--- config.mk ---
export PLATFORM = sky130hd
export DESIGN_NAME = uart_rx
export DESIGN_NICKNAME = d
export VERILOG_FILES = /design/src/rtl/uart_pkg.sv /design/src/rtl/sync_2ff.sv /design/src/rtl/uart_rx.sv
export SDC_FILE = /design/constraint.sdc
export NUM_CORES = 1
export LEC_CHECK = 0
export BUFFER_PORTS_ARGS = -buffer_cell sky130_fd_sc_hd__buf_4
export CAP_MARGIN = 20
export CORE_ASPECT_RATIO = 2
export CORE_MARGIN = 3
export CORE_UTILIZATION = 40
export DETAILED_ROUTE_END_ITERATION = 10
export PLACE_DENSITY_LB_ADDON = 0.1
export SLEW_MARGIN = 25
export SYNTH_ARGS = -nofsm -noshare
export SYNTH_HDL_FRONTEND = slang
export SYNTH_SLANG_ARGS = --single-unit
--- constraint.sdc ---
create_clock -name clk -period 1.9 [get_ports clk]
set_clock_uncertainty 0.2 [all_clocks]
set_input_delay 0.19 -clock clk [delete_from_list [all_inputs] [get_ports clk]]
set_output_delay 0.19 -clock clk [all_outputs]
set_load 0.1 [all_outputs]
--- src/rtl/uart_pkg.sv ---
// Shared UART definitions: receiver state encoding, data width, baud arithmetic, parity helper.
package uart_pkg;

  localparam int UART_DATA_W = 8;

  typedef enum logic [2:0] {
    IDLE   = 3'd0,
    START  = 3'd1,
    DATA   = 3'd2,
    PARITY = 3'd3,
    STOP   = 3'd4,
    BREAK  = 3'd5
  } rx_state_t;

  function automatic int clks_per_bit(input int clk_hz, input int baud);
    return clk_hz / baud;
  endfunction

  // Even parity: returns 1 when data plus parity bit hold an odd number of ones.
  function automatic logic parity_mismatch(input logic [UART_DATA_W-1:0] data, input logic par);
    return ^{data, par};
  endfunction

endpackage

--- src/rtl/sync_2ff.sv ---
// Two-flop synchroniser for a single asynchronous input; RESET_VAL sets the flops' reset level.
module sync_2ff #(
  parameter logic RESET_VAL = 1'b0
) (
  input  logic clk_i,
  input  logic rst_i,
  input  logic d_i,
  output logic q_o
);

  logic meta_q;
  logic sync_q;

  // Two-stage capture of the asynchronous input
  always_ff @(posedge clk_i) begin
    if (rst_i) begin
      meta_q <= RESET_VAL;
      sync_q <= RESET_VAL;
    end else begin
      meta_q <= d_i;
      sync_q <= meta_q;
    end
  end

  assign q_o = sync_q;

endmodule

--- src/rtl/uart_rx.sv ---
// 8N1 UART receiver with mid-bit sampling and registered one-cycle status pulses.
// Define UART_RX_PARITY_EN to expect an even parity bit after data bit 7.
module uart_rx
  import uart_pkg::*;
#(
  parameter int CLK_FREQ_HZ  = 50_000_000,
  parameter int BAUD         = 115_200,
  parameter int CLKS_PER_BIT = clks_per_bit(CLK_FREQ_HZ, BAUD)
) (
  input  logic                   clk,
  input  logic                   rst,
  input  logic                   rx,
  output logic [UART_DATA_W-1:0] rx_data,
  output logic                   rx_valid,
  output logic                   frame_err,
  output logic                   parity_err,
  output logic                   busy
);

  if (CLKS_PER_BIT < 4) begin : g_cpb_check
    $error("uart_rx: CLKS_PER_BIT must be at least 4");
  end

  localparam int CNT_W = $clog2(CLKS_PER_BIT);
  localparam int IDX_W = $clog2(UART_DATA_W);
  localparam logic [CNT_W-1:0] HALF_LAST = CNT_W'(CLKS_PER_BIT / 2 - 1);
  localparam logic [CNT_W-1:0] FULL_LAST = CNT_W'(CLKS_PER_BIT - 1);
  localparam logic [IDX_W-1:0] IDX_LAST  = IDX_W'(UART_DATA_W - 1);
`ifdef UART_RX_PARITY_EN
  localparam rx_state_t AFTER_DATA = PARITY;
`else
  localparam rx_state_t AFTER_DATA = STOP;
`endif

  logic                   rx_s;
  rx_state_t              state_q, state_d;
  logic [CNT_W-1:0]       cnt_q, cnt_d;
  logic [IDX_W-1:0]       idx_q, idx_d;
  logic [UART_DATA_W-1:0] shift_q, shift_d;
  logic [UART_DATA_W-1:0] data_q, data_d;
  logic                   valid_q, valid_d;
  logic                   ferr_q, ferr_d;
  logic                   busy_q, busy_d;
`ifdef UART_RX_PARITY_EN
  logic                   par_q, par_d;
  logic                   perr_q, perr_d;
`endif

  sync_2ff #(.RESET_VAL(1'b1)) u_rx_sync (
    .clk_i (clk),
    .rst_i (rst),
    .d_i   (rx),
    .q_o   (rx_s)
  );

  // Next-state, counters and output pulses
  always_comb begin
    state_d = state_q;
    cnt_d   = cnt_q + CNT_W'(1);
    idx_d   = idx_q;
    shift_d = shift_q;
    data_d  = data_q;
    valid_d = 1'b0;
    ferr_d  = 1'b0;
`ifdef UART_RX_PARITY_EN
    par_d   = par_q;
    perr_d  = 1'b0;
`endif
    case (state_q)
      IDLE: begin
        cnt_d = '0;
        if (!rx_s) state_d = START;
        else       state_d = IDLE;
      end
      START: begin
        if (cnt_q == HALF_LAST) begin
          cnt_d = '0;
          idx_d = '0;
          if (rx_s) state_d = IDLE;   // start bit gone by mid-bit: treat as a glitch
          else      state_d = DATA;
        end else begin
          state_d = START;
        end
      end
      DATA: begin
        if (cnt_q == FULL_LAST) begin
          cnt_d          = '0;
          shift_d[idx_q] = rx_s;
          idx_d          = idx_q + IDX_W'(1);
          if (idx_q == IDX_LAST) state_d = AFTER_DATA;
          else                   state_d = DATA;
        end else begin
          state_d = DATA;
        end
      end
`ifdef UART_RX_PARITY_EN
      PARITY: begin
        if (cnt_q == FULL_LAST) begin
          cnt_d   = '0;
          par_d   = rx_s;
          state_d = STOP;
        end else begin
          state_d = PARITY;
        end
      end
`endif
      STOP: begin
        if (cnt_q == FULL_LAST) begin
          cnt_d = '0;
          if (rx_s) begin
            state_d = IDLE;
            data_d  = shift_q;
            valid_d = 1'b1;
`ifdef UART_RX_PARITY_EN
            perr_d  = parity_mismatch(shift_q, par_q);
`endif
          end else begin
            state_d = BREAK;
            ferr_d  = 1'b1;
          end
        end else begin
          state_d = STOP;
        end
      end
      BREAK: begin
        cnt_d = '0;
        if (rx_s) state_d = IDLE;
        else      state_d = BREAK;
      end
      default: begin
        cnt_d   = '0;
        state_d = IDLE;
      end
    endcase
    busy_d = (state_d != IDLE);
  end

  // State and output registers
  always_ff @(posedge clk) begin
    if (rst) begin
      state_q <= IDLE;
      cnt_q   <= '0;
      idx_q   <= '0;
      shift_q <= '0;
      data_q  <= '0;
      valid_q <= 1'b0;
      ferr_q  <= 1'b0;
      busy_q  <= 1'b0;
`ifdef UART_RX_PARITY_EN
      par_q   <= 1'b0;
      perr_q  <= 1'b0;
`endif
    end else begin
      state_q <= state_d;
      cnt_q   <= cnt_d;
      idx_q   <= idx_d;
      shift_q <= shift_d;
      data_q  <= data_d;
      valid_q <= valid_d;
      ferr_q  <= ferr_d;
      busy_q  <= busy_d;
`ifdef UART_RX_PARITY_EN
      par_q   <= par_d;
      perr_q  <= perr_d;
`endif
    end
  end

  assign rx_data   = data_q;
  assign rx_valid  = valid_q;
  assign frame_err = ferr_q;
  assign busy      = busy_q;
`ifdef UART_RX_PARITY_EN
  assign parity_err = perr_q;
`else
  assign parity_err = 1'b0;
`endif

endmodule

## Yosys cells after proc, flatten, opt, wreduce, memory -nomap -nowiden

Index checks and enable logic that the tools add are counted.

| operators by class | value |
|---|---|
| multipliers | 0 |
| shift operators | 0 |
| reduce and logical (&&, ||, !) cells | 9 |
| eq/ne operators | 9 |
| div/mod/pow operators | 0 |
| $lt $le $gt $ge | 2 |
| muxes and demuxes | 19 |
| bitwise gates (word level) | 2 |
| $add $sub $neg | 2 |

Operators by type and width:

| cell | number |
|---|---|
| 2-to-1 mux 3 bit | 7 |
| 2-to-1 mux 9 bit | 2 |
| case mux 9 bit (2 select lines) | 1 |
| case mux 3 bit (5 select lines) | 1 |
| adder 9 x 1 -> 9 bit, second input constant | 1 |
| == test 3 bit, second input constant | 3 |
| == test 9 x 8 -> 1 bit, second input constant | 1 |
| == test 9 bit, second input constant | 1 |
| bitwise mux 8 bit | 1 |
| case mux 3 bit (2 select lines) | 1 |
| AND reduction 3 bit | 2 |
| < comparator 3 x 4 -> 1 bit, second input constant | 1 |
| 2-to-1 mux 1 bit | 4 |
| inequality test 2 bit, second input constant | 2 |
| adder 3 x 1 -> 3 bit, second input constant | 1 |
| demux 1 bit (select 3 bit) | 1 |
| == test 3 x 1 -> 1 bit, second input constant | 1 |
| == test 3 x 2 -> 1 bit, second input constant | 1 |
| >= comparator 3 x 1 -> 1 bit, second input constant | 1 |
| logical NOT 3 bit | 1 |
| nonzero test 3 bit | 1 |
| OR reduction 3 bit | 1 |
| 2-to-1 mux 2 bit | 1 |
| NOT 1 bit | 2 |
| 4 further kinds | 4 |

| storage, ports and cells | value |
|---|---|
| memory bits (read-only) | 0 |
| word-level logic and storage cells | 53 |
| bits of input ports | 3 |
| memory bits (writable) | 0 |
| memories kept | 0 |
| flip-flop bits (word level) | 36 |
| latch bits | 0 |

## Logic depth before layout (Yosys ltp)

Gate-level depths: netlist (run 1).

| depth | value |
|---|---|
| word-level depth | 5 |
| depth in mapped cells | 8 |
| depth with buffers taken out | 6 |

## Modules after synthesis

Synthesis (run 1) repeated with hierarchy kept, for this count alone.

| unflattened totals | value |
|---|---|
| cells, all modules | 180 |
| area, all modules | 1,714.1 um^2 |

By module, submodules not included:

| module | area an instance (um^2) | times used | cells each |
|---|---|---|---|
| uart_rx | 1,661.6 | 1 | 176 |
| sync_2ff | 52.6 | 1 | 4 |

## Worst setup path before layout (run 1)

No wires, ideal clock.

| timing path | value |
|---|---|
| path kind | reg-to-reg |
| start | register cnt_q[0] |
| end | register shift_q[2] |
| setup slack | 70 ps |
| cell stages (with the launch flop) | 7 |
| arrival | 1,558 ps |
| clock period less this slack | 1,830 ps |
| setup time | 72 ps |
| cells stage by stage | dfxtp_1 ha_1 and4b_1 buf_2 nand4_4 nor4b_4 mux2i_1 |

| between the ends | value |
|---|---|
| cells in the longest elaborated chain, start to end | 2 |

RTL lines:

| item | line | source |
|---|---|---|
| start: declaration | uart_rx.sv:37 | `logic [CNT_W-1:0] cnt_q, cnt_d;` |
| start signal: assignment | uart_rx.sv:155 | `cnt_q <= cnt_d;` |
| == test 9 bit | uart_rx.sv:86 | `if (cnt_q == FULL_LAST) begin` |
| AND reduction 2 bit (no line) | - |  |
| end signal: assignment | uart_rx.sv:157 | `shift_q <= shift_d;` |
| end: declaration | uart_rx.sv:39 | `logic [UART_DATA_W-1:0] shift_q, shift_d;` |

Every way passes these cells.
A chain may end at the register's enable or synchronous reset.

## Worst setup path after layout (run 1)

| timing path | value |
|---|---|
| start | register cnt_q[1] |
| end | register shift_q[1] |

Same word-level chain as after synthesis.

==> impl_metrics.py, run 1 <==
metrics = {
    "setup_path": {
        "cp-endpoint": "shift_q[1]",
        "crit_arrival_ps": 1840,
        "critPathMaxStageDelay_ps": 320,
        "critPathMaxFanout": 8,
        "rrSetupSlack_ps": 70,
        "start_kind": "register",
        "path_cells": "inv_2, ha_2, and4b_2, nand4_4, nor4b_4, mux2i_1",
        "cp_slowest_cell": "dfxtp_2",
        "r2r-end": "shift_q[1]",
        "r2r_cells": 6,
        "r2r-start": "cnt_q[1]",
        "required_ps": 1910,
        "worstSetupPathType": "register to register",
        "worstSetupEndpointType": "register",
        "crit_start": "cnt_q[1]",
    },
    "min_path": {
        "hold_path_class": "register to register",
        "holdPathStages": 1,
    },
    "floorplan": {
        "dieWidth_um": 52.66,
        "num_rows": 33,
        "die_area_um2": 5230,
        "core_um2": 4129,
        "io_pins": 15,
        "die_h_um": 99.32,
        "initial_core_util_pct": 42.18,
    },
    "sta": {
        "period_share_pct": 96.31,
        "hold_viol": 0,
        "max_freq_mhz": 546.5,
        "setup_viol": 0,
        "slew_viol_final": 0,
        "rsz0062_at_grt": "true",
        "period_minus_slack_ps": 1830,
        "hold_slack_ps": 217.1,
    },
    "grt": {
        "grt_usage_pct": 15.88,
        "antenna_found_initial": 0,
        "grt_pass1_vias": 1382,
        "grt_overflow": 0,
        "grt_start_max_net_pins": 16,
        "grt_pass1_wl_um": 6272,
    },
    "route": {
        "drt_iter0_drc": 41,
        "highest_layer": "met4",
        "routed_via_density": 5.314,
        "drt_first_pass_iters": 4,
        "wl_met1_um": 1284,
        "wl_met3_um": 106,
        "remaining_drc_errors": 0,
        "drt_wl_total_um": 3597,
        "dr_total_vias": 1371,
        "drtAntennaViolNets": 0,
        "wire_per_inst_um": 13.94,
        "wl_met2_um": 2121,
    },
    "job": {
        "maxCapViolCount": 0,
    },
    "pwr": {
        "power_w": 0.001372,
        "leakage_nw": 0.8319,
        "powerDensity_nw_per_um2": 665.3,
        "vdd_ir_drop_max_uv": 633.3,
    },
    "yosys": {
        "yosys_warnings": 0,
        "syn_area_um2": 1742,
        "ys_ff_latch": 36,
        "syn_nets": 193,
        "ys.flop_type": "dfxtp_1",
        "synth.distinct_cells": 46,
        "synth_edf_count": 0,
        "synthArstFlopShare_pct": 0,
        "avgSynthCellArea_um2": 9.414,
        "ys_seq_area_share_pct": 41.38,
        "syn_inst": 185,
    },
    "final_layout": {
        "nets": 213,
        "diodes": 0,
        "final_area_um2": 2062,
        "areaGrowthSynthToFinish_pct": 18.39,
        "final-seq-area_um2": 723.2,
        "drive_gt1_share_pct": 24.27,
        "multi_input_area_um2": 947.2,
        "fillCellCount": 406,
    },
    "place": {
        "place_area_um2": 1921,
        "hpwl_um": 2813,
        "place_congestion": 0.8625,
        "port_buffers": 13,
    },
    "cts": {
        "clock_sinks": 36,
        "post_cts_buffers": 0,
        "htree_levels": 2,
        "clkTransAtPathRegs_ps": 70,
        "cts_root_buf": "clkbuf_8",
        "clk_latency_ps": 280,
        "max-clock-path-buffers": 2,
        "cts_tree": "yes",
        "cts_buffers": 5,
    },
    "status": {
        "status": "complete, no violations",
    },
}
-- cells by family (layout without fill, tap and decap cells) --
group,Yosys count,count (layout),share of synthesized area [%]
AO/OA/AOI/OAI,20,20,7.615
XOR/XNOR,8,8,4.023
adder cells (fa/ha/maj),5,5,3.592
buffers and inverters,19,40,5.531
flip-flops,36,36,41.38
multiplexers,14,14,8.046
other,1,1,0.2153
AND/OR/NAND/NOR,82,82,29.60
-- where the power goes --
group	total, W	internal, W	switching, W
registers	0.000766	0.000760	0.00000628
clock network	0.000544	0.000289	0.000255
logic	0.0000618	0.0000207	0.0000412
-- per-layer routing --
metal,up-vias,GRT usage (%)
li1,682,-
met3,8,3.298
met5,-,0
met1,655,14.92
met2,26,30.27
met4,0,7.677
-- how the worst min path moves through the flow --
| stage | endpoint | slack, ps | startpoint |
|---|---|---|---|
| finish | u_rx_sync.q_o | 220 | u_rx_sync.meta_q |
| global route | u_rx_sync.q_o | 230 | u_rx_sync.meta_q |
| CTS | u_rx_sync.q_o | 220 | u_rx_sync.meta_q |
| detailed placement | u_rx_sync.meta_q | 180 | rx |
| global placement | u_rx_sync.meta_q | 180 | rx |
| floorplan | u_rx_sync.meta_q | 90 | rx |
-- synthesized netlist by cell type, types with 2 or more instances --
cell | n | share of area (%)
dfxtp_1 | 36 | 41
nor2_1 | 26 | 5.6
mux2i_1 | 14 | 8.0
nand3_1 | 10 | 2.9
nand2b_1 | 8 | 2.9
nand2_1 | 7 | 1.5
a21oi_1 | 6 | 1.7
nand4_1 | 6 | 2.2
xor2_1 | 6 | 3.0
buf_2 | 5 | 1.4
clkbuf_1 | 5 | 1.1
ha_1 | 5 | 3.6
inv_1 | 4 | 0.86
nand4b_1 | 4 | 2.0
buf_4 | 3 | 1.3
a211oi_1 | 2 | 0.86
a21o_1 | 2 | 0.86
a31oi_1 | 2 | 0.72
and4_1 | 2 | 1.0
and4b_1 | 2 | 1.1
nor3_1 | 2 | 0.57
nor3b_1 | 2 | 0.86
or2_2 | 2 | 0.72
xnor2_1 | 2 | 1.0
-- flip-flops by register name, summed over array words and instances (netlist names), 3 cells and up --
signal   flops
idx_q        3
rx_data      8
state_q      3
cnt_q        9
shift_q      8
-- cell usage in the layout, fill, tap and decap left out, drive strengths merged, types with 2 or more instances in the layout --
master,count
a211oi,2
a21o,2
a21oi,6
a31oi,2
and4,2
and4b,2
and4bb,2
buf,26
clkbuf,6
clkinv,2
dfxtp,36
dlygate4sd3,2
ha,5
inv,4
mux2i,14
nand2,7
nand2b,8
nand3,10
nand4,7
nand4b,4
nor2,26
nor3,2
nor3b,2
nor4b,2
o21ai,2
or2,2
xnor2,2
xor2,6
-- area by class of cell --
type / instances / share of cell area (%)
clock buffer: 6 / 4.005
clock inverter: 2 / 0.4854
inverter: 4 / 0.7282
multi-input combinational: 130 / 45.93
sequential: 36 / 35.07
tap: 52 / 3.155
timing repair buffer: 28 / 10.62
-- metrics by stage --
step / util [%] / setup TNS, ps / worst slack, ps / std cells
3_5_place_dp: 46.52 / -0.5813 / -0.5813 / 248
2_1_floorplan: - / 0 / 70.09 / 185
4_1_cts: 49.27 / 0 / 29.68 / 258
3_3_place_gp: 46.52 / 0 / 55.09 / 248
6_report: 49.94 / 0 / 70.08 / 258
5_1_grt: 49.94 / -64.16 / -24.19 / 258
-- what timing repair did --
item | in CTS | in global routing
endpoints found under the setup margin | 2 | 17
gates resized for setup | 1 | 9
hold buffers | 2 | 0
pin swaps | 0 | 8
endpoints found under the hold margin | 8 | 0
cloned | 0 | 0
-- critical path: cells and delay by family, from the launching register on --
kind          cells  cell delay [ps]
buf+inv           1               50
fa+ha+maj         1              160
flops             1              320
simple gates      3              820
mux               1              200
Note: power is estimated with default switching activity, not from simulation.
==> run 2, diff against run 1 <==
--- a/config.mk
+++ b/config.mk
@@ -7,11 +7,11 @@
 export LEC_CHECK = 0
 export BUFFER_PORTS_ARGS = -buffer_cell sky130_fd_sc_hd__buf_4
 export CAP_MARGIN = 20
-export CORE_ASPECT_RATIO = 2
 export CORE_MARGIN = 3
 export CORE_UTILIZATION = 40
 export DETAILED_ROUTE_END_ITERATION = 10
 export PLACE_DENSITY_LB_ADDON = 0.1
+export SKIP_CTS_REPAIR_TIMING = 1
 export SLEW_MARGIN = 25
 export SYNTH_ARGS = -nofsm -noshare
 export SYNTH_HDL_FRONTEND = slang
==> impl_metrics.py, run 2 (synthesis gave the netlist of run 1 again) <==
metrics = {
    "status": {
        "status": "complete, no violations",
    },
    "cts": {
        "clock_sinks": 36,
        "cts_buffers": 5,
        "cts_tree": "yes",
        "cts_root_buf": "clkbuf_8",
        "htree_levels": 2,
        "clk_latency_ps": 280,
        "max-clock-path-buffers": 2,
        "clkTransAtPathRegs_ps": 70,
    },
    "setup_path": {
        "worstSetupEndpointType": "register",
        "start_kind": "register",
        "rrSetupSlack_ps": 80,
        "worstSetupPathType": "register to register",
        "crit_arrival_ps": 1780,
        "cp-endpoint": "busy",
        "required_ps": 1860,
        "r2r-start": "cnt_q[0]",
        "r2r-end": "busy",
        "critPathMaxFanout": 6,
        "crit_start": "cnt_q[0]",
        "r2r_cells": 7,
    },
    "final_layout": {
        "largest_reg_flops": 9,
        "nets": 217,
        "drive_gt1_share_pct": 25.71,
        "final_common_cell": "dfxtp_1",
        "areaGrowthSynthToFinish_pct": 21.12,
        "utilization_pct": 51.62,
        "fillCellCount": 376,
        "final_cell_mix": "dfxtp_1 (35), buf_4 (30), nor2_1 (25)",
        "multi_input_area_um2": 955.9,
        "regMostFlops": "cnt_q",
        "finalNonFillerCells": 260,
        "diodes": 0,
        "final-seq-area_um2": 721.9,
    },
    "grt": {
        "grt_pass1_vias": 1328,
        "grt_pass1_wl_um": 5982,
        "grt_start_max_net_pins": 28,
        "antenna_found_initial": 0,
        "grt_usage_pct": 14.71,
        "grt_overflow": 0,
    },
    "floorplan": {
        "num_rows": 23,
        "dieWidth_um": 71.99,
        "die_h_um": 71.99,
        "initial_core_util_pct": 42.62,
        "core_um2": 4086,
        "die_area_um2": 5182,
        "io_pins": 15,
    },
    "sta": {
        "period_minus_slack_ps": 1823,
        "setup_viol": 0,
        "hold_viol": 0,
        "rsz0062_at_grt": "true",
        "max_freq_mhz": 548.6,
        "slew_viol_final": 0,
        "period_share_pct": 95.94,
    },
    "route": {
        "drt_first_pass_iters": 4,
        "wire_per_inst_um": 13.92,
        "routed_via_density": 5.342,
        "remaining_drc_errors": 0,
        "drtAntennaViolNets": 0,
        "dr_total_vias": 1389,
        "drt_iter0_drc": 90,
        "drt_wl_total_um": 3619,
    },
    "pwr": {
        "p_int_w": 0.001168,
        "vdd_ir_drop_max_uv": 354.9,
        "swShare_pct": 21.38,
        "power.switching_w": 0.0003177,
        "leakage_nw": 0.8586,
        "p_clk_share_pct": 44.4,
        "p_comb_share_pct": 4.1,
        "seqPwrFrac_pct": 51.5,
        "powerDensity_nw_per_um2": 704.3,
    },
    "place": {
        "dp.cells": 246,
        "place_congestion": 0.8100,
        "port_buffers": 13,
        "hpwl_um": 2446,
    },
    "job": {
        "maxCapViolCount": 0,
    },
    "min_path": {
        "hold_path_class": "input pin to register",
        "holdPathStages": 3,
    },
}
[run 2: metal layers]
layer	up-vias	track usage (%)	wire, um
li1	692	-	-
met1	647	15.87	1478
met2	38	25.92	1881
met4	0	7.307	96
met5	-	0	0
met3	12	4.571	162
[run 2: cell type report]
| cell class | instances | area share, % |
|---|---|---|
| clock inverter | 2 | 1.661 |
| multi-input combinational | 130 | 45.31 |
| tap | 50 | 2.966 |
| inverter | 4 | 0.7117 |
| sequential | 36 | 34.22 |
| clock buffer | 6 | 3.440 |
| timing repair buffer | 32 | 11.68 |
[run 2: worst min-delay path by stage]
stage | start | end | slack (ps)
after floorplan | rx | u_rx_sync.meta_q | 90
after global placement | rx | u_rx_sync.meta_q | 180
after detailed placement | rx | u_rx_sync.meta_q | 180
after CTS | rx | u_rx_sync.meta_q | -120
after global routing | rst | rx_data[7] | 190
final | rst | idx_q[0] | 170
[run 2: power groups by stage]
stage	clock network (W)	registers (W)	logic, W
2_1_floorplan	0	0.000788	0.0000395
3_3_place_gp	0	0.000782	0.0000565
3_5_place_dp	0	0.000782	0.0000576
4_1_cts	0.000674	0.000765	0.0000576
5_1_grt	0.000703	0.000766	0.0000650
6_report	0.000659	0.000766	0.0000606
[run 2: critical path, stage by stage, from the launching register on]
cell and delay, ps:
dfxtp_1 340, buf_4 150, inv_1 40, ha_1 190
and4b_1 240, and2_1 150, a31oi_1 250, nand4b_1 130
[run 2: stage by stage]
step	instance area [um2]	setup WS [ps]	total power (W)	hold slack (ps)	TNS [ps]
after global routing	2110	-29.54	0.001535	190.2	-29.54
after detailed placement	1918	-19.73	0.0008399	179.1	-19.73
after floorplan	1742	70.09	0.0008274	93.81	0
after CTS	2026	-36.88	0.001497	-117.2	-48.79
final	2110	77.07	0.001486	170.4	0
after global placement	1918	49.26	0.0008389	176.0	0
